--- src/rtl/hangman_game_ctrl.sv ---
// hangman_game_ctrl: game sequencer for the blind-hangman user project.
// Holds the secret word and the set of guessed letters. Each guess is scored
// by scanning one word position per clock. Misses are counted until the
// player wins or loses.
// Ports:
//   wb_clk_i, wb_rst_n   - clock, asynchronous active-low reset
//   load_i, letter_i     - word load strobe; letter code (0..25 = A..Z)
//   guess_i, new_game_i  - raw buttons, asynchronous to wb_clk_i
//   mask_o               - revealed positions (bit 0 = first letter)
//   misses_o, state_o    - miss count, state code
//   busy_o, dup_o        - scan in progress, repeated-guess pulse
//   win_o, lose_o        - game result
module hangman_game_ctrl #(
  parameter int unsigned WORD_LEN   = 6,
  parameter int unsigned MAX_MISSES = 6
) (
  input  logic                wb_clk_i,
  input  logic                wb_rst_n,
  input  logic                load_i,
  input  logic [4:0]          letter_i,
  input  logic                guess_i,
  input  logic                new_game_i,
  output logic [WORD_LEN-1:0] mask_o,
  output logic [2:0]          misses_o,
  output logic [2:0]          state_o,
  output logic                busy_o,
  output logic                dup_o,
  output logic                win_o,
  output logic                lose_o
);

  localparam int unsigned LW    = 5;
  localparam int unsigned NLET  = 26;
  localparam int unsigned MW    = 3;
  localparam int unsigned PTR_W = (WORD_LEN > 1) ? $clog2(WORD_LEN) : 1;
  localparam int unsigned IDX_W = $clog2(WORD_LEN + 1);

  typedef enum logic [2:0] {
    IDLE  = 3'd0,
    LOAD  = 3'd1,
    PLAY  = 3'd2,
    CHECK = 3'd3,
    WIN   = 3'd4,
    LOSE  = 3'd5
  } state_t;

  state_t              state_q, state_d;
  logic [LW-1:0]       word_q [WORD_LEN];
  logic [LW-1:0]       word_d [WORD_LEN];
  logic [PTR_W-1:0]    ptr_q, ptr_d;
  logic [WORD_LEN-1:0] mask_q, mask_d;
  logic [MW-1:0]       misses_q, misses_d;
  logic [NLET-1:0]     guessed_q, guessed_d;
  logic [IDX_W-1:0]    idx_q, idx_d;
  logic                hit_q, hit_d;
  logic [LW-1:0]       cur_q, cur_d;
  logic                dup_d;
  logic                busy_q, dup_q, win_q, lose_q;

  // [0] first sync flop, [1] second sync flop, [2] previous synced value
  logic [2:0]          guess_sync_q, ng_sync_q;
  logic                guess_pulse_q, ng_pulse_q;

  logic                letter_ok;
  logic [MW-1:0]       misses_inc;
  logic [PTR_W-1:0]    scan_pos;

  assign letter_ok  = (letter_i < LW'(NLET));
  assign misses_inc = misses_q + MW'(1);
  assign scan_pos   = idx_q[PTR_W-1:0];

  // Button synchronizers and rising-edge pulse generators
  always_ff @(posedge wb_clk_i or negedge wb_rst_n) begin
    if (!wb_rst_n) begin
      guess_sync_q  <= '0;
      ng_sync_q     <= '0;
      guess_pulse_q <= 1'b0;
      ng_pulse_q    <= 1'b0;
    end else begin
      guess_sync_q  <= {guess_sync_q[1], guess_sync_q[0], guess_i};
      ng_sync_q     <= {ng_sync_q[1], ng_sync_q[0], new_game_i};
      guess_pulse_q <= guess_sync_q[1] & ~guess_sync_q[2];
      ng_pulse_q    <= ng_sync_q[1] & ~ng_sync_q[2];
    end
  end

  // State and datapath registers; status outputs registered from next state
  always_ff @(posedge wb_clk_i or negedge wb_rst_n) begin
    if (!wb_rst_n) begin
      state_q   <= IDLE;
      word_q    <= '{default: '0};
      ptr_q     <= '0;
      mask_q    <= '0;
      misses_q  <= '0;
      guessed_q <= '0;
      idx_q     <= '0;
      hit_q     <= 1'b0;
      cur_q     <= '0;
      busy_q    <= 1'b0;
      dup_q     <= 1'b0;
      win_q     <= 1'b0;
      lose_q    <= 1'b0;
    end else begin
      state_q   <= state_d;
      word_q    <= word_d;
      ptr_q     <= ptr_d;
      mask_q    <= mask_d;
      misses_q  <= misses_d;
      guessed_q <= guessed_d;
      idx_q     <= idx_d;
      hit_q     <= hit_d;
      cur_q     <= cur_d;
      busy_q    <= (state_d == CHECK);
      dup_q     <= dup_d;
      win_q     <= (state_d == WIN);
      lose_q    <= (state_d == LOSE);
    end
  end

  // Next-state and datapath update
  always_comb begin
    state_d   = state_q;
    word_d    = word_q;
    ptr_d     = ptr_q;
    mask_d    = mask_q;
    misses_d  = misses_q;
    guessed_d = guessed_q;
    idx_d     = idx_q;
    hit_d     = hit_q;
    cur_d     = cur_q;
    dup_d     = 1'b0;

    if (ng_pulse_q) begin
      // New game overrides everything; the word itself is kept until reloaded
      state_d   = IDLE;
      ptr_d     = '0;
      mask_d    = '0;
      misses_d  = '0;
      guessed_d = '0;
    end else begin
      unique case (state_q)
        IDLE, LOAD: begin
          if (load_i && letter_ok) begin
            word_d[ptr_q] = letter_i;
            if (ptr_q == PTR_W'(WORD_LEN - 1)) begin
              ptr_d     = '0;
              mask_d    = '0;
              misses_d  = '0;
              guessed_d = '0;
              state_d   = PLAY;
            end else begin
              ptr_d   = ptr_q + PTR_W'(1);
              state_d = LOAD;
            end
          end
        end
        PLAY: begin
          if (guess_pulse_q && letter_ok) begin
            if (guessed_q[letter_i]) begin
              dup_d = 1'b1;
            end else begin
              cur_d               = letter_i;
              guessed_d[letter_i] = 1'b1;
              hit_d               = 1'b0;
              idx_d               = '0;
              state_d             = CHECK;
            end
          end
        end
        CHECK: begin
          if (idx_q < IDX_W'(WORD_LEN)) begin
            // Scan one position per cycle against the latched guess
            if (word_q[scan_pos] == cur_q) begin
              mask_d[scan_pos] = 1'b1;
              hit_d            = 1'b1;
            end
            idx_d = idx_q + IDX_W'(1);
          end else if (hit_q) begin
            state_d = (&mask_q) ? WIN : PLAY;
          end else begin
            misses_d = misses_inc;
            state_d  = (misses_inc == MW'(MAX_MISSES)) ? LOSE : PLAY;
          end
        end
        default: begin
          // WIN and LOSE hold until a new game
        end
      endcase
    end
  end

  assign mask_o   = mask_q;
  assign misses_o = misses_q;
  assign state_o  = state_q;
  assign busy_o   = busy_q;
  assign dup_o    = dup_q;
  assign win_o    = win_q;
  assign lose_o   = lose_q;

endmodule
--- config.mk ---
export PLATFORM = sky130hd
export DESIGN_NAME = hangman_game_ctrl
export DESIGN_NICKNAME = d
export VERILOG_FILES = /design/src/rtl/hangman_game_ctrl.sv
export SDC_FILE = /design/constraint.sdc
export NUM_CORES = 1
export LEC_CHECK = 0
export ABC_CLOCK_PERIOD_IN_PS = 2400
export CAP_MARGIN = 40
export CORE_MARGIN = 2
export CORE_UTILIZATION = 60
export CTS_BUF_LIST = sky130_fd_sc_hd__clkbuf_4
export DETAILED_ROUTE_END_ITERATION = 6
export PLACE_DENSITY = 0.92
export REMOVE_ABC_BUFFERS = 1
export SYNTH_ARGS = -nofsm -noshare
export SYNTH_HDL_FRONTEND = slang
export SYNTH_SLANG_ARGS = --single-unit
--- constraint.sdc ---
create_clock -name wb_clk_i -period 2.4 [get_ports wb_clk_i]
set_clock_uncertainty 0.05 [all_clocks]
set_input_delay 0.6 -clock wb_clk_i [delete_from_list [all_inputs] [get_ports wb_clk_i]]
set_output_delay 0.6 -clock wb_clk_i [all_outputs]
set_load 0.02 [all_outputs]
# Word level (Yosys, flattened, before mapping)
# Cells that the tools add are included.
# totals
elab_cells	143
out_inout_bits	16
input_bits	10
register_bits	92
# classes
order_cmp	9
eq_ne	21
reduce_logical	21
n_addsub	3
bitwise_logic	10
mux	57
# op_table
op	count
26-bit 2-to-1 mux	5
3-bit 2-to-1 mux	20
26-bit case mux with 2 select lines	1
30-bit bitwise mux	1
6-bit 2-to-1 mux	5
26-bit bitwise OR	1
3-bit inequality test, second input constant	8
5-bit AND reduction	4
5-bit binary-select mux with 3-bit select	1
5-bit demux with 3-bit select	1
5-bit 2-to-1 mux	3
3-bit == test, second input constant	4
3-bit case mux with 2 select lines	2
6-bit case mux with 2 select lines	1
6-bit AND reduction	2
1-bit 2-to-1 mux	11
3-bit by 1-bit adder with 3-bit output, second input constant	3
3-bit by 2-bit == test with 1-bit output, second input constant	3
3-bit case mux with 3 select lines	1
4-bit greater-or-equal comparator, second input constant	2
2-bit inequality test, second input constant	4
3-bit NOT with 4-bit output	2
5-bit by 6-bit less-than comparator with 1-bit output, second input constant	1
6-bit bitwise OR	1
other kinds (23)	34

# Depth between registers and ports, before layout
# logic_depth
depth_word	9
ltp_mapped	10
mapped_depth_nobuf	7

# Least setup slack after synthesis
# No wires, ideal clock.
# synth_timing
path_type	input to register
start	input letter_i[1]
end	register word_q[29] (netlist bit)
required_time_ns	2.222
setup_ns	0.128
arrival_ns	2.234
n_path_buf	1
path_stages	6
slack_ns	-0.012
path_cell_list	buf_2 o211ai_1 nand3_2 nor3_2 nor3b_2 mux2_1
# synth_via
elab_chain_cells	3
# synth_lines
element	line_no	text
start: declaration	20	input logic [4:0] letter_i,
5-bit less-than comparator	68	assign letter_ok = (letter_i < LW'(NLET));
1-bit logical AND	143	if (load_i && letter_ok) begin
3-bit AND reduction (no line)	--	
end signal: assignment	105	word_q <= word_d;
end: declaration	48	logic [LW-1:0] word_q [WORD_LEN];
# No other way between the ends.
# A chain may end at the register's enable or synchronous reset.

# Worst setup path after layout
# layout_timing
start	input letter_i[1]
end	register word_q[17] (netlist bit)
# The elaborated chain is that of the path after synthesis.

==> impl_metrics.ini <==
[cells_and_area]
final_cell_area_mm2 = 0.00544
layout-drive-gt1-share_pct = 31.6
flow.area_growth_from_synthesis_pct = 20.8
ant_diodes = 0
layout.filler_cells = 424
finish.net_count = 460

[global_routing]
aggregate_global_routing_overflow = 0
grt_max_degree = 44
antenna_found_initial = 0
number_of_global_route_vias_before_repair = 3432
wire_length_of_the_first_global_routing_pass_um = 17300
gr-usage-all-layers_pct = 26.6

[pwr]
switching_power_w = 0.00160
power.ir.vdd_worst_uv = 447
clock_power_share_pct = 16.7
powerDensity_mw_per_mm2 = 832
total_leakage_power_nw = 2.36
seq_power_share_pct = 46.2
p_sw_share_pct = 35.3
internal-power_w = 0.00293
comb_power_share_pct = 37.1

[floorplanning]
dieWidth_um = 90.6
pin_count = 26
floorplan.initialDensity_pct = 62.0
die_h_um = 90.6
rows = 31
core_area_mm2 = 0.00725
die-area_mm2 = 0.00821

[sta]
totalNegativeSetupSlack_ns = 0
timing_max_transition_violations_final = 0
period_utilization_post_route_pct = 100
max-slew-margin-rel_pct = 53.0
max_clock_freq_mhz = 417
hold_viol_final = 0
final-setup-viol-count = 0
period_minus_slack_ns = 2.40
tightestPinTransition_ns = 0.705

[setup_path]
path_class = in2reg
start_kind = primary input
crit_fanout = 10
cp.arrival_ns = 2.66
critical_path.endpoint_type = register
worst_ep_required_time_ns = 2.66

[clock_network]
cts_tree = yes
clockRootBuffer = sky130_fd_sc_hd__clkbuf_4
tritoncts.num_buffers = 9
clkLatencyLatePin_ns = 0.43
clock_tree.htree_level_count = 3
hold_buffers = 0
clk_path_buf_depth = 2
cts.reportedPaths.clkPinSlew_ns = 0.13
clock_sinks = 92

[synth]
synth_top_cells_by_area = sky130_fd_sc_hd__dfrtp_1 51%, sky130_fd_sc_hd__mux2_2 7.0%, sky130_fd_sc_hd__mux4_2 4.5%, sky130_fd_sc_hd__nand2_1 2.9%, sky130_fd_sc_hd__mux2_1 2.8%
ys_seq_elements = 92
synthesis.area_per_instance_um2 = 11.8
syn_inst = 381
synth-async-reset-ratio_pct = 100
synthTopCellsByCount = 92 x sky130_fd_sc_hd__dfrtp_1, 35 x sky130_fd_sc_hd__nand2_1, 28 x sky130_fd_sc_hd__mux2_2
number_of_flops_mapped_to_enable_cells_by_yosys = 0
post_synth_num_cell_types = 61
fraction_of_synthesized_cell_area_taken_by_the_top_area_cell_type_pct = 51.2
mappedNetlistArea_mm2 = 0.00450
synthFlopType = sky130_fd_sc_hd__dfrtp_1
synthesis.yosys.warnings = 0
yosysSeqAreaShare_pct = 51.2
synth_most_common_cell = sky130_fd_sc_hd__dfrtp_1
synth_top_cell_by_area = sky130_fd_sc_hd__dfrtp_1

[routing]
wl_um = 11100
drt_first_pass_iters = 5
routed-via-count = 3541
drt-wirelength-per-cell_um = 20.2
drt.antenna.violating_nets = 0
drt_first_iter_violations = 434
drt_drc_violations_left = 0
post_drt_via_cell_ratio = 6.43

[min_path]
hp-class = in2async

[place]
post-dp-hpwl_um = 7430
buffer_ports.inserted = 25
dpl_cell_area_mm2 = 0.00517
globalplace.congestion = 0.856

[status]
status = finished clean

[flow_run]
maxCapViolCount = 0
-- worst max-delay path, cell delays in order --
cell and delay, ns:
sky130_fd_sc_hd__dlygate4sd2_1 0.26, sky130_fd_sc_hd__buf_12 0.15, sky130_fd_sc_hd__buf_4 0.17, sky130_fd_sc_hd__o211ai_1 0.18, sky130_fd_sc_hd__buf_4 0.18, sky130_fd_sc_hd__nand3_2 0.11
sky130_fd_sc_hd__buf_4 0.18, sky130_fd_sc_hd__nor4b_2 0.26, sky130_fd_sc_hd__buf_4 0.21, sky130_fd_sc_hd__mux2_2 0.34
-- final timing paths --
kind / start / depth (start not counted) / slack [ns] / endpoint
max: letter_i[1] / 10 / 0.001 / word_q[17]$_DFFE_PN0P_
min: wb_rst_n / 1 / 0.09 / guess_sync_q[1]$_DFF_PN0_
max reg2reg: idx_q[2]$_DFFE_PN0P_ / 6 / 0.06 / mask_o[4]$_DFFE_PN0P_
min reg2reg: ng_sync_q[0]$_DFF_PN0_ / 0 / 0.32 / ng_sync_q[1]$_DFF_PN0_
max in group asynchronous: wb_rst_n / 2 / 1.57 / word_q[11]$_DFFE_PN0P_
min in group wb_clk_i: ng_sync_q[0]$_DFF_PN0_ / 0 / 0.32 / ng_sync_q[1]$_DFF_PN0_
-- cell type report --
cell class	instances	area [um2]	share of cell area [%]
repair buffers	80	723	13.3
clock inverters	4	26.3	0.483
multi-input cells	256	2140	39.3
clock buffers	12	90.1	1.66
inverters	8	30.0	0.552
well taps	99	124	2.28
flip-flops and latches	92	2300	42.4
-- sequential cells by signal (all words and copies together) (netlist names), 5 cells and up --
signal     count
mask_o         6
word_q        30
guessed_q     26
cur_q          5
-- power by group through the flow --
stage                     clock network [W]  registers [W]  logic (W)
after floorplan                           0        0.00209   0.000944
final                              0.000755        0.00209    0.00168
after global placement                    0        0.00207    0.00142
after global routing               0.000820        0.00212    0.00178
after CTS                          0.000755        0.00207    0.00151
after detailed placement                  0        0.00210    0.00149
-- routing by layer --
| metal | vias to the layer above | wire (um) | track usage, % |
|---|---|---|---|
| met4 | 0 | 401 | 11.4 |
| li1 | 1540 | - | - |
| met1 | 1750 | 4400 | 36.2 |
| met2 | 208 | 5460 | 43.1 |
| met3 | 43 | 871 | 3.84 |
| met5 | - | 0 | 0 |
-- layout by cell type, fill, tap and decap left out, drive strengths merged, types with 5 or more instances in the layout --
cell	instances
o21ai	13
nor4	6
nor2	12
xnor2	5
clkbuf	13
nor2b	7
a21oi	7
mux4	9
dfrtp	92
inv	8
mux2i	10
nand2	35
nand4	5
buf	55
nand3	8
nand2b	6
or3	5
clkdlybuf4s50	19
nor3	10
mux2	39
o21a	12
o31ai	15
-- cells by family (layout without fill, tap and decap cells) --
group / Yosys count / count (layout) / synth area share (%)
adders and majority gates: 3 / 3 / 0.835
muxes: 58 / 58 / 16.5
AOI/OAI and AO/OA: 73 / 73 / 12.3
DFF: 92 / 92 / 51.2
and+or+nand+nor: 115 / 115 / 14.1
buffers and inverters: 33 / 104 / 3.70
xor gates and xnor gates: 7 / 7 / 1.36
-- through the flow --
| stage | total power, W | std cells | utilization, % | setup WS (ns) | hold WS (ns) |
|---|---|---|---|---|---|
| finish | 0.00452 | 551 | 74.9 | 0.00114 | 0.0902 |
| global route | 0.00472 | 551 | 74.9 | -0.119 | 0.126 |
| CTS | 0.00433 | 547 | 73.9 | 0.00119 | 0.107 |
| detailed placement | 0.00359 | 530 | 71.3 | -0.677 | 0.290 |
| global placement | 0.00349 | 530 | 71.3 | -0.601 | 0.284 |
| floorplan | 0.00304 | 356 | - | -0.599 | 0.254 |
-- timing repair --
action                                  in CTS  in global routing
pin swaps                                    4                  6
buffers inserted                             1                  4
endpoints found under the setup margin      71                 12
gates resized for setup                     19                 10
hold endpoints to repair                     0                  0
(Power assumes the default switching activity.)
